<file path="src/rtl/tone_detector_if.sv">
// Pin bundle of the tone detector: the raw tone input plus the decoded note,
// its qualifiers and the board LEDs.
interface tone_detector_if;
    logic       ToneIn;
    logic [2:0] NOTE;
    logic       NOTE_VALID;
    logic       NOTE_CHG;
    logic       LED0;
    logic       LED1;
    logic       LED2;
    logic       LED3;
    logic       LED4;

    modport master (
        output ToneIn,
        input  NOTE, NOTE_VALID, NOTE_CHG, LED0, LED1, LED2, LED3, LED4
    );

    modport slave (
        input  ToneIn,
        output NOTE, NOTE_VALID, NOTE_CHG, LED0, LED1, LED2, LED3, LED4
    );
endinterface

</file>
<file path="src/rtl/tone_detector.sv">
// Measures the period of a square-wave tone in 20 kHz ticks and decodes it into
// one of four keyboard notes, requiring MATCH_CNT agreeing periods before NOTE moves.
module tone_detector #(
    parameter int CLK_DIV   = 2500,
    parameter int TOL       = 2,
    parameter int MATCH_CNT = 2,
    parameter int TIMEOUT   = 200
) (
    input  logic             CLK,
    input  logic             RST_N,
    tone_detector_if.slave   bus
);

    localparam int PW = (CLK_DIV > 1) ? $clog2(CLK_DIV) : 1;

    typedef enum logic [0:0] {
        IDLE  = 1'b0,
        TRACK = 1'b1
    } state_t;

    function automatic logic near(input logic [8:0] p, input logic [8:0] nom);
        logic [8:0] diff;
        diff = (p > nom) ? (p - nom) : (nom - p);
        return (diff <= 9'(TOL));
    endfunction

    // Windows are tested in note order so an overlap resolves to the lower note number.
    function automatic logic [2:0] classify(input logic [8:0] p);
        logic [2:0] c;
        if (near(p, 9'd152))      c = 3'd1;
        else if (near(p, 9'd136)) c = 3'd2;
        else if (near(p, 9'd121)) c = 3'd3;
        else if (near(p, 9'd115)) c = 3'd4;
        else                      c = 3'd0;
        return c;
    endfunction

    logic          sync_a_r, sync_b_r;
    logic          prev_r, prev_nxt_s;
    logic [PW-1:0] presc_r, presc_nxt_s;
    logic [7:0]    per_r, per_nxt_s, per_inc_s;
    logic [2:0]    cand_r, cand_nxt_s;
    logic [2:0]    run_r, run_nxt_s, run_upd_s;
    logic [2:0]    note_r, note_nxt_s;
    logic          chg_r, chg_nxt_s;
    state_t        state_r, state_nxt_s;
    logic          tick_s, edge_s;
    logic [8:0]    period_s;
    logic [2:0]    class_s;

    assign tick_s    = (presc_r == PW'(CLK_DIV - 1));
    assign edge_s    = tick_s & sync_b_r & ~prev_r;
    assign period_s  = {1'b0, per_r} + 9'd1;
    assign class_s   = classify(period_s);
    assign per_inc_s = (per_r == 8'd255) ? 8'd255 : (per_r + 8'd1);
    assign run_upd_s = (class_s != cand_r) ? 3'd1 :
                       ((run_r == 3'd7) ? 3'd7 : (run_r + 3'd1));

    // Two-flop synchronizer for the asynchronous tone input.
    always_ff @(posedge CLK) begin
        if (!RST_N) begin
            sync_a_r <= 1'b0;
            sync_b_r <= 1'b0;
        end else begin
            sync_a_r <= bus.ToneIn;
            sync_b_r <= sync_a_r;
        end
    end

    // State and datapath registers.
    always_ff @(posedge CLK) begin
        if (!RST_N) begin
            state_r <= IDLE;
            presc_r <= {PW{1'b0}};
            prev_r  <= 1'b0;
            per_r   <= 8'd0;
            cand_r  <= 3'd0;
            run_r   <= 3'd0;
            note_r  <= 3'd0;
            chg_r   <= 1'b0;
        end else begin
            state_r <= state_nxt_s;
            presc_r <= presc_nxt_s;
            prev_r  <= prev_nxt_s;
            per_r   <= per_nxt_s;
            cand_r  <= cand_nxt_s;
            run_r   <= run_nxt_s;
            note_r  <= note_nxt_s;
            chg_r   <= chg_nxt_s;
        end
    end

    // Next-state logic; everything except the prescaler only moves in tick cycles.
    always_comb begin
        state_nxt_s = state_r;
        presc_nxt_s = tick_s ? {PW{1'b0}} : (presc_r + {{(PW-1){1'b0}}, 1'b1});
        prev_nxt_s  = prev_r;
        per_nxt_s   = per_r;
        cand_nxt_s  = cand_r;
        run_nxt_s   = run_r;
        note_nxt_s  = note_r;
        chg_nxt_s   = 1'b0;
        if (tick_s) begin
            prev_nxt_s = sync_b_r;
            case (state_r)
                IDLE: begin
                    if (edge_s) begin
                        state_nxt_s = TRACK;
                        per_nxt_s   = 8'd0;
                    end else begin
                        per_nxt_s   = per_inc_s;
                    end
                end
                TRACK: begin
                    if (edge_s) begin
                        per_nxt_s  = 8'd0;
                        cand_nxt_s = class_s;
                        run_nxt_s  = run_upd_s;
                        if ((run_upd_s == 3'(MATCH_CNT)) && (class_s != note_r)) begin
                            note_nxt_s = class_s;
                            chg_nxt_s  = 1'b1;
                        end else begin
                            note_nxt_s = note_r;
                        end
                    end else if (per_inc_s == 8'(TIMEOUT)) begin
                        // Silence: forget the tone entirely and wait for a fresh reference edge.
                        state_nxt_s = IDLE;
                        per_nxt_s   = 8'd0;
                        cand_nxt_s  = 3'd0;
                        run_nxt_s   = 3'd0;
                        note_nxt_s  = 3'd0;
                        chg_nxt_s   = (note_r != 3'd0);
                    end else begin
                        per_nxt_s   = per_inc_s;
                    end
                end
                default: begin
                    state_nxt_s = IDLE;
                end
            endcase
        end else begin
            prev_nxt_s = prev_r;
        end
    end

    assign bus.NOTE       = note_r;
    assign bus.NOTE_CHG   = chg_r;
    assign bus.NOTE_VALID = (note_r != 3'd0);
    assign bus.LED0       = (note_r == 3'd1);
    assign bus.LED1       = (note_r == 3'd2);
    assign bus.LED2       = (note_r == 3'd3);
    assign bus.LED3       = (note_r == 3'd4);
    assign bus.LED4       = sync_b_r;

endmodule

</file>
<file path="src/flat_wrapper.sv">
// flat-port wrapper written by rule: the top's interface ports become plain ports
module tone_detector_flat 
#(
    parameter int CLK_DIV   = 2500,
    parameter int TOL       = 2,
    parameter int MATCH_CNT = 2,
    parameter int TIMEOUT   = 200
)
  (CLK, RST_N, bus_ToneIn, bus_NOTE, bus_NOTE_VALID, bus_NOTE_CHG, bus_LED0, bus_LED1, bus_LED2, bus_LED3, bus_LED4);
  tone_detector_if bus_i ();
  input  logic CLK;
  input  logic RST_N;
  input wire logic [$bits(bus_i.ToneIn)-1:0] bus_ToneIn;
  output wire logic [$bits(bus_i.NOTE)-1:0] bus_NOTE;
  output wire logic [$bits(bus_i.NOTE_VALID)-1:0] bus_NOTE_VALID;
  output wire logic [$bits(bus_i.NOTE_CHG)-1:0] bus_NOTE_CHG;
  output wire logic [$bits(bus_i.LED0)-1:0] bus_LED0;
  output wire logic [$bits(bus_i.LED1)-1:0] bus_LED1;
  output wire logic [$bits(bus_i.LED2)-1:0] bus_LED2;
  output wire logic [$bits(bus_i.LED3)-1:0] bus_LED3;
  output wire logic [$bits(bus_i.LED4)-1:0] bus_LED4;
  assign bus_i.ToneIn = bus_ToneIn;
  assign bus_NOTE = bus_i.NOTE;
  assign bus_NOTE_VALID = bus_i.NOTE_VALID;
  assign bus_NOTE_CHG = bus_i.NOTE_CHG;
  assign bus_LED0 = bus_i.LED0;
  assign bus_LED1 = bus_i.LED1;
  assign bus_LED2 = bus_i.LED2;
  assign bus_LED3 = bus_i.LED3;
  assign bus_LED4 = bus_i.LED4;
  tone_detector #(.CLK_DIV(CLK_DIV), .TOL(TOL), .MATCH_CNT(MATCH_CNT), .TIMEOUT(TIMEOUT)) u_core (.CLK(CLK), .RST_N(RST_N), .bus(bus_i));
endmodule
</file>
<file path="config.mk">
export PLATFORM = sky130hd
export DESIGN_NAME = tone_detector_flat
export DESIGN_NICKNAME = d
export VERILOG_FILES = /design/src/rtl/tone_detector_if.sv /design/src/rtl/tone_detector.sv /design/src/flat_wrapper.sv
export SDC_FILE = /design/constraint.sdc
export NUM_CORES = 1
export LEC_CHECK = 0
export ABC_AREA = 1
export CAP_MARGIN = 40
export CORE_MARGIN = 2
export CORE_UTILIZATION = 62
export DETAILED_ROUTE_END_ITERATION = 6
export GPL_ROUTABILITY_DRIVEN = 0
export GPL_TIMING_DRIVEN = 1
export HOLD_SLACK_MARGIN = 0.15
export PLACE_DENSITY_LB_ADDON = 0.2
export SLEW_MARGIN = 0
export SYNTH_ARGS = -nofsm -noshare
export SYNTH_HDL_FRONTEND = slang
export SYNTH_SLANG_ARGS = --single-unit
export TNS_END_PERCENT = 30
</file>
<file path="constraint.sdc">
create_clock -name CLK -period 4.48 [get_ports CLK]
set_input_delay 1.344 -clock CLK [delete_from_list [all_inputs] [get_ports CLK]]
set_output_delay 1.344 -clock CLK [all_outputs]
set_load 0.02 [all_outputs]
</file>
== Word level (Yosys, flattened, before mapping) ==
Index checks and enable logic that the tools add are counted.
W data, S select, Z words.

* Register bits after elaboration: 34
* Output and inout port bits: 10

* Reduce and logical (&&, ||, !) cells: 7
* Add/sub/neg operators: 12
* Equality and inequality tests: 12
* Bitwise operators: 5
* $lt $le $gt $ge: 8
* Mux-type cells: 27

{| class="wikitable"
|+ Operators with widths
! kind !! number
|-
| $le A9 B2 Y1 const B || 4
|-
| $mux W9 || 4
|-
| $mux W3 || 11
|-
| $mux W8 || 4
|-
| $gt A9 B7 Y1 const B || 2
|-
| $gt A9 B8 Y1 const B || 2
|-
| $sub A7 B9 Y9 const A || 2
|-
| $sub A8 B9 Y9 const A || 2
|-
| $sub A9 B7 Y9 const B || 2
|-
| $sub A9 B8 Y9 const B || 2
|-
| $eq A8 B8 Y1 const B || 2
|-
| $pmux W8 S2 || 1
|-
| $add A12 B1 Y12 const B || 1
|-
| $eq A12 B12 Y1 const B || 1
|-
| $add A8 B1 Y9 const B || 1
|-
| $eq A3 B2 Y1 const B || 3
|-
| $add A8 B1 Y8 const B || 1
|-
| $eq A3 B3 Y1 const B || 2
|-
| $mux W1 || 6
|-
| $ne A3 B3 Y1 || 2
|-
| $reduce_and A3 Y1 || 2
|-
| $reduce_and A4 Y1 || 1
|-
| $add A3 B1 Y3 const B || 1
|-
| $eq A3 B1 Y1 const B || 1
|-
| other kinds (8) || 11
|}

== Depth between registers and ports, before layout ==
* Depth after elaboration: 14
* Mapped depth: 28

== Worst setup path before layout ==
No wires, ideal clock.

* Kind: reg2reg
* Start point: register u_core.per_r[0]
* End point: register u_core.note_r[2], in the netlist u_core.bus.NOTE[2]
* Data arrival time: 3146 ps
* Cell stages (with the launch flop): 26
* Slack: 1219 ps
* Library setup time: 116 ps
* Period minus slack after synthesis: 3261 ps
* Cells stage by stage: dfxtp_1 > ha_1 > nand2_4 > nor2_4 > nand2_1 > nand2_4 > ha_1 > inv_1 > o21ai_0 > nand2_1 > xor2_1 > nand2_1 > nand2_1 > inv_1 > nand3_1 > nor2_1 > nand2_1 > buf_6 > nand2_2 > nand2_1 > nand2_2 > nand4_4 > o21ai_4 > nand3_1 > nand2_1 > nor2_1

* Cells in the longest elaborated chain, start to end: 14

{| class="wikitable"
|+ Ends and longest elaborated chain
! element !! line !! text
|-
| start, declared || tone_detector.sv:41 || <nowiki>logic [7:0] per_r, per_nxt_s, per_inc_s;</nowiki>
|-
| start signal, assigned || tone_detector.sv:85 || <nowiki>per_r <= per_nxt_s;</nowiki>
|-
| $add A8 B1 Y9 || tone_detector.sv:53 || <nowiki>assign period_s = {1'b0, per_r} + 9'd1;</nowiki>
|-
| $sub A7 B9 Y9 (tied with other cells) || tone_detector.sv:23 || <nowiki>diff = (p > nom) ? (p - nom) : (nom - p);</nowiki>
|-
| $mux W9 || tone_detector.sv:23 ||
|-
| $le A9 B2 Y1 || tone_detector.sv:24 || <nowiki>return (diff <= 9'(TOL));</nowiki>
|-
| $mux W3 || tone_detector.sv:33 || <nowiki>else if (near(p, 9'd115)) c = 3'd4;</nowiki>
|-
| $mux W3 || tone_detector.sv:32 || <nowiki>else if (near(p, 9'd121)) c = 3'd3;</nowiki>
|-
| $mux W3 || tone_detector.sv:31 || <nowiki>else if (near(p, 9'd136)) c = 3'd2;</nowiki>
|-
| $mux W3 || tone_detector.sv:30 || <nowiki>if (near(p, 9'd152)) c = 3'd1;</nowiki>
|-
| $ne A3 B3 Y1 || tone_detector.sv:56 || <nowiki>assign run_upd_s = (class_s != cand_r) ? 3'd1 :</nowiki>
|-
| $mux W3 || tone_detector.sv:56 ||
|-
| $eq A3 B2 Y1 || tone_detector.sv:119 || <nowiki>if ((run_upd_s == 3'(MATCH_CNT)) && (class_s != note_r)) begin</nowiki>
|-
| $logic_and A1 B1 Y1 || tone_detector.sv:119 ||
|-
| $ne A2 B2 Y1 (no source line) || n/a ||
|-
| $reduce_and A4 Y1 (no source line) || n/a ||
|-
| end signal, assigned || tone_detector.sv:88 || <nowiki>note_r <= note_nxt_s;</nowiki>
|-
| end, declared || tone_detector.sv:44 || <nowiki>logic [2:0] note_r, note_nxt_s;</nowiki>
|}

Parallel ways exist; a longest one is shown, timed or not. The select of a mux whose other input is x is not followed.
A chain may end at the register's enable or synchronous reset.

== Final worst setup path ==
* Start point: register u_core.per_r[0]
* End point: register u_core.note_r[0], in the netlist u_core.bus.NOTE[0]

The elaborated chain is that of the path after synthesis.

==> results.toml <==
[clocking]
cts_tree = "done"
clk_pin_slew_ps = 70
cts_resized = 0
cts_hold_buf = 0
postCtsSetupRepairBufs = 0
cts_buffer_depth = 2
cts-root-buf = "clkbuf_8"
clock_latency_ps = 290
numCtsBuffers = 5
htree_levels = 2
clock-sinks = 34

[finish]
final_common_cell = "nand2_1"
final_cell_mix = "nand2_1, inv_1, nor2_1, nand3_1, dfxtp_1"
drive_gt1_frac = 0.1307
syn2layout_area_growth_pct = 7.300
nFillCells = 454
fin_nets = 570
fin_cells = 621
diodes = 0

[global_route]
grt_max_degree = 21
grt_pass1_wl_mm = 14.58
grt_pass1_vias = 3178
grt_antenna_before_repair = 0
grt_overflow = 0
grt_usage = 0.2940

[critical_path]
crit_type = "register to register"
regToRegSetupSlack_ps = 480
worstSetupEndpointType = "register"
required_ps = 4660
setup.worst_path.start_class = "register"
reg2reg_to = "u_core.bus.NOTE[0]"
worstSetupStartpoint = "u_core.per_r[0]"
ff2ff_path_depth = 24
endpoint = "u_core.bus.NOTE[0]"
reg2reg_from = "u_core.per_r[0]"
critical_path.max_fanout = 12
crit_arrival_ps = 4190

[logic_synthesis]
syn_area_per_cell_um2 = 6.233
yosysTopAreaCellShare = 0.2026
seq_area_frac_synth = 0.2026
netlist_area_um2 = 3359
async_flop_share = 0
synth.area.top_cells = "dfxtp_1, nand2_1, nand3_1"
synthesis.nets = 559
synth_edf_count = 0
synthCells = 539
yosys_warnings = 0
synth_ff_type = "dfxtp_1"
ys_ff_latch = 34
yosys.cell_types.count = 42
yosysTopAreaCell = "dfxtp_1"

[sta]
fin_crit_ps = 4001
grt_setup_unrepaired = "false"
finalSetupViolCount = 0
fin_ws_ps = 479.0
hold_slack_ps = 420.7
worstMarginPinSlew_ps = 691.2
fmax_mhz = 249.9
hold_viol = 0
tns_ps = 0
clock-skew-final_ps = 6.771
slew_headroom = 0.5381
min_period_over_period = 0.8931
slew_violations = 0

[detailed_routing]
ant_nets = 0
wire_per_inst_um = 13.49
drc = 0
top_layer = "met4"
drtIter0Drc = 376
viasPerCell = 5.779
totalWireLength_mm = 8.376
met2_length_mm = 3.755
num_vias = 3589
drt_first_pass_iters = 5
met3_length_um = 688
met1_length_mm = 3.836

[placement]
placedCellCount = 613
dp_worst_setup_slack_ps = 570.0
dpl.hpwl_mm = 6.564
portBuffers = 12

[status]
status = "finished, final reports clean"

[floorplanning]
core-area_um2 = 5172
initial_core_util = 0.6495
ios = 13
die_h_um = 77.61
die_width_um = 77.61
die_area_um2 = 6023
rows = 26

[run]
max_cap_viol_count = 0

[pwr]
ir_drop_mv = 0.1679
pwr_density_cell_nw_per_um2 = 153.8
p_leak_nw = 1.628

[min_path]
hold_class = "register to register"
hold_depth = 2
-- metrics by stage --
step	area (µm²)	util	power, mW
after floorplan	3359	-	0.3249
after detailed placement	3513	0.6792	0.3305
final	3605	0.6969	0.5543
after global routing	3605	0.6969	0.5791
after global placement	3513	0.6792	0.3299
after CTS	3605	0.6969	0.5603
-- worst max-delay path: stages, from the launching register on --
cell and delay [ps]:
dfxtp_1 480, ha_1 330, nand2_4 110, nor2_4 150
nand2_1 100, nand2_4 150, ha_1 330, inv_1 130
o21ai_0 280, nand2_1 120, xor2_1 180, nand2_1 80
nand2_1 50, inv_1 50, nand3_1 60, nor2_1 90
nand2_1 240, nand2_1 170, nand2_1 60, nand2_1 120
nand4_4 140, o21ai_4 230, nand3_1 100, nand2_1 80
nor2_1 50
-- power by group --
part / internal, mW / total (mW) / switching (mW) / leakage (nW)
Combinational: 0.00559 / 0.0151 / 0.00950 / 1.30
Clock: 0.124 / 0.231 / 0.107 / 0.0482
Sequential: 0.305 / 0.308 / 0.00306 / 0.275
Total: 0.435 / 0.554 / 0.120 / 1.63
-- cell type report --
type	count	area, µm²	area share
multi-input combinational	425	2352	0.6526
sequential	34	680.7	0.1888
inverter	72	272.8	0.07567
timing repair buffer	12	120.1	0.03332
tap	70	87.58	0.02430
clock buffer	7	86.33	0.02395
clock inverter	1	5.005	0.001388
-- how the worst min path moves through the flow --
stage | start | to
floorplan | u_core.sync_a_r | u_core.bus.LED4
global placement | u_core.sync_a_r | u_core.bus.LED4
detailed placement | u_core.sync_a_r | u_core.bus.LED4
CTS | u_core.sync_a_r | u_core.bus.LED4
global route | u_core.sync_a_r | u_core.bus.LED4
finish | u_core.sync_a_r | u_core.bus.LED4
-- logic make-up after synthesis --
logic type | count (synthesis) | share of synthesized area
XOR/XNOR | 7 | 0.01825
AO/OA/AOI/OAI | 58 | 0.1017
adder cells (fa/ha/maj) | 17 | 0.06331
flip-flops | 34 | 0.2026
buffers and inverters | 80 | 0.09721
AND/OR/NAND/NOR | 343 | 0.5170
-- synthesized netlist by cell type (all sizes together) (2+ instances only) --
cell,n
nand2,186
inv,70
nor2,61
nand3,54
dfxtp,34
a21oi,22
ha,17
nand4,16
o21ai,16
nor3,12
o22ai,9
xor2,7
buf,5
nand3b,5
nor4,5
clkbuf,3
o21bai,3
a211oi,2
a31oi,2
clkinv,2
o211ai,2
or2,2
-- routing by layer --
layer | track usage | vias up
met5 | 0 | -
met3 | 0.05233 | 18
li1 | - | 1781
met2 | 0.4466 | 162
met1 | 0.4253 | 1628
met4 | 0.08214 | 0
-- flip-flops by register name, summed over array words and instances, names as in the netlist --
name                 flops
u_core.per_r             8
u_core.bus.LED4          1
u_core.state_r           1
u_core.cand_r            3
u_core.bus.NOTE          3
u_core.bus.NOTE_CHG      1
u_core.presc_r          12
u_core.run_r             3
u_core.prev_r            1
u_core.sync_a_r          1
No activity file was read; power rests on OpenSTA's default activity.
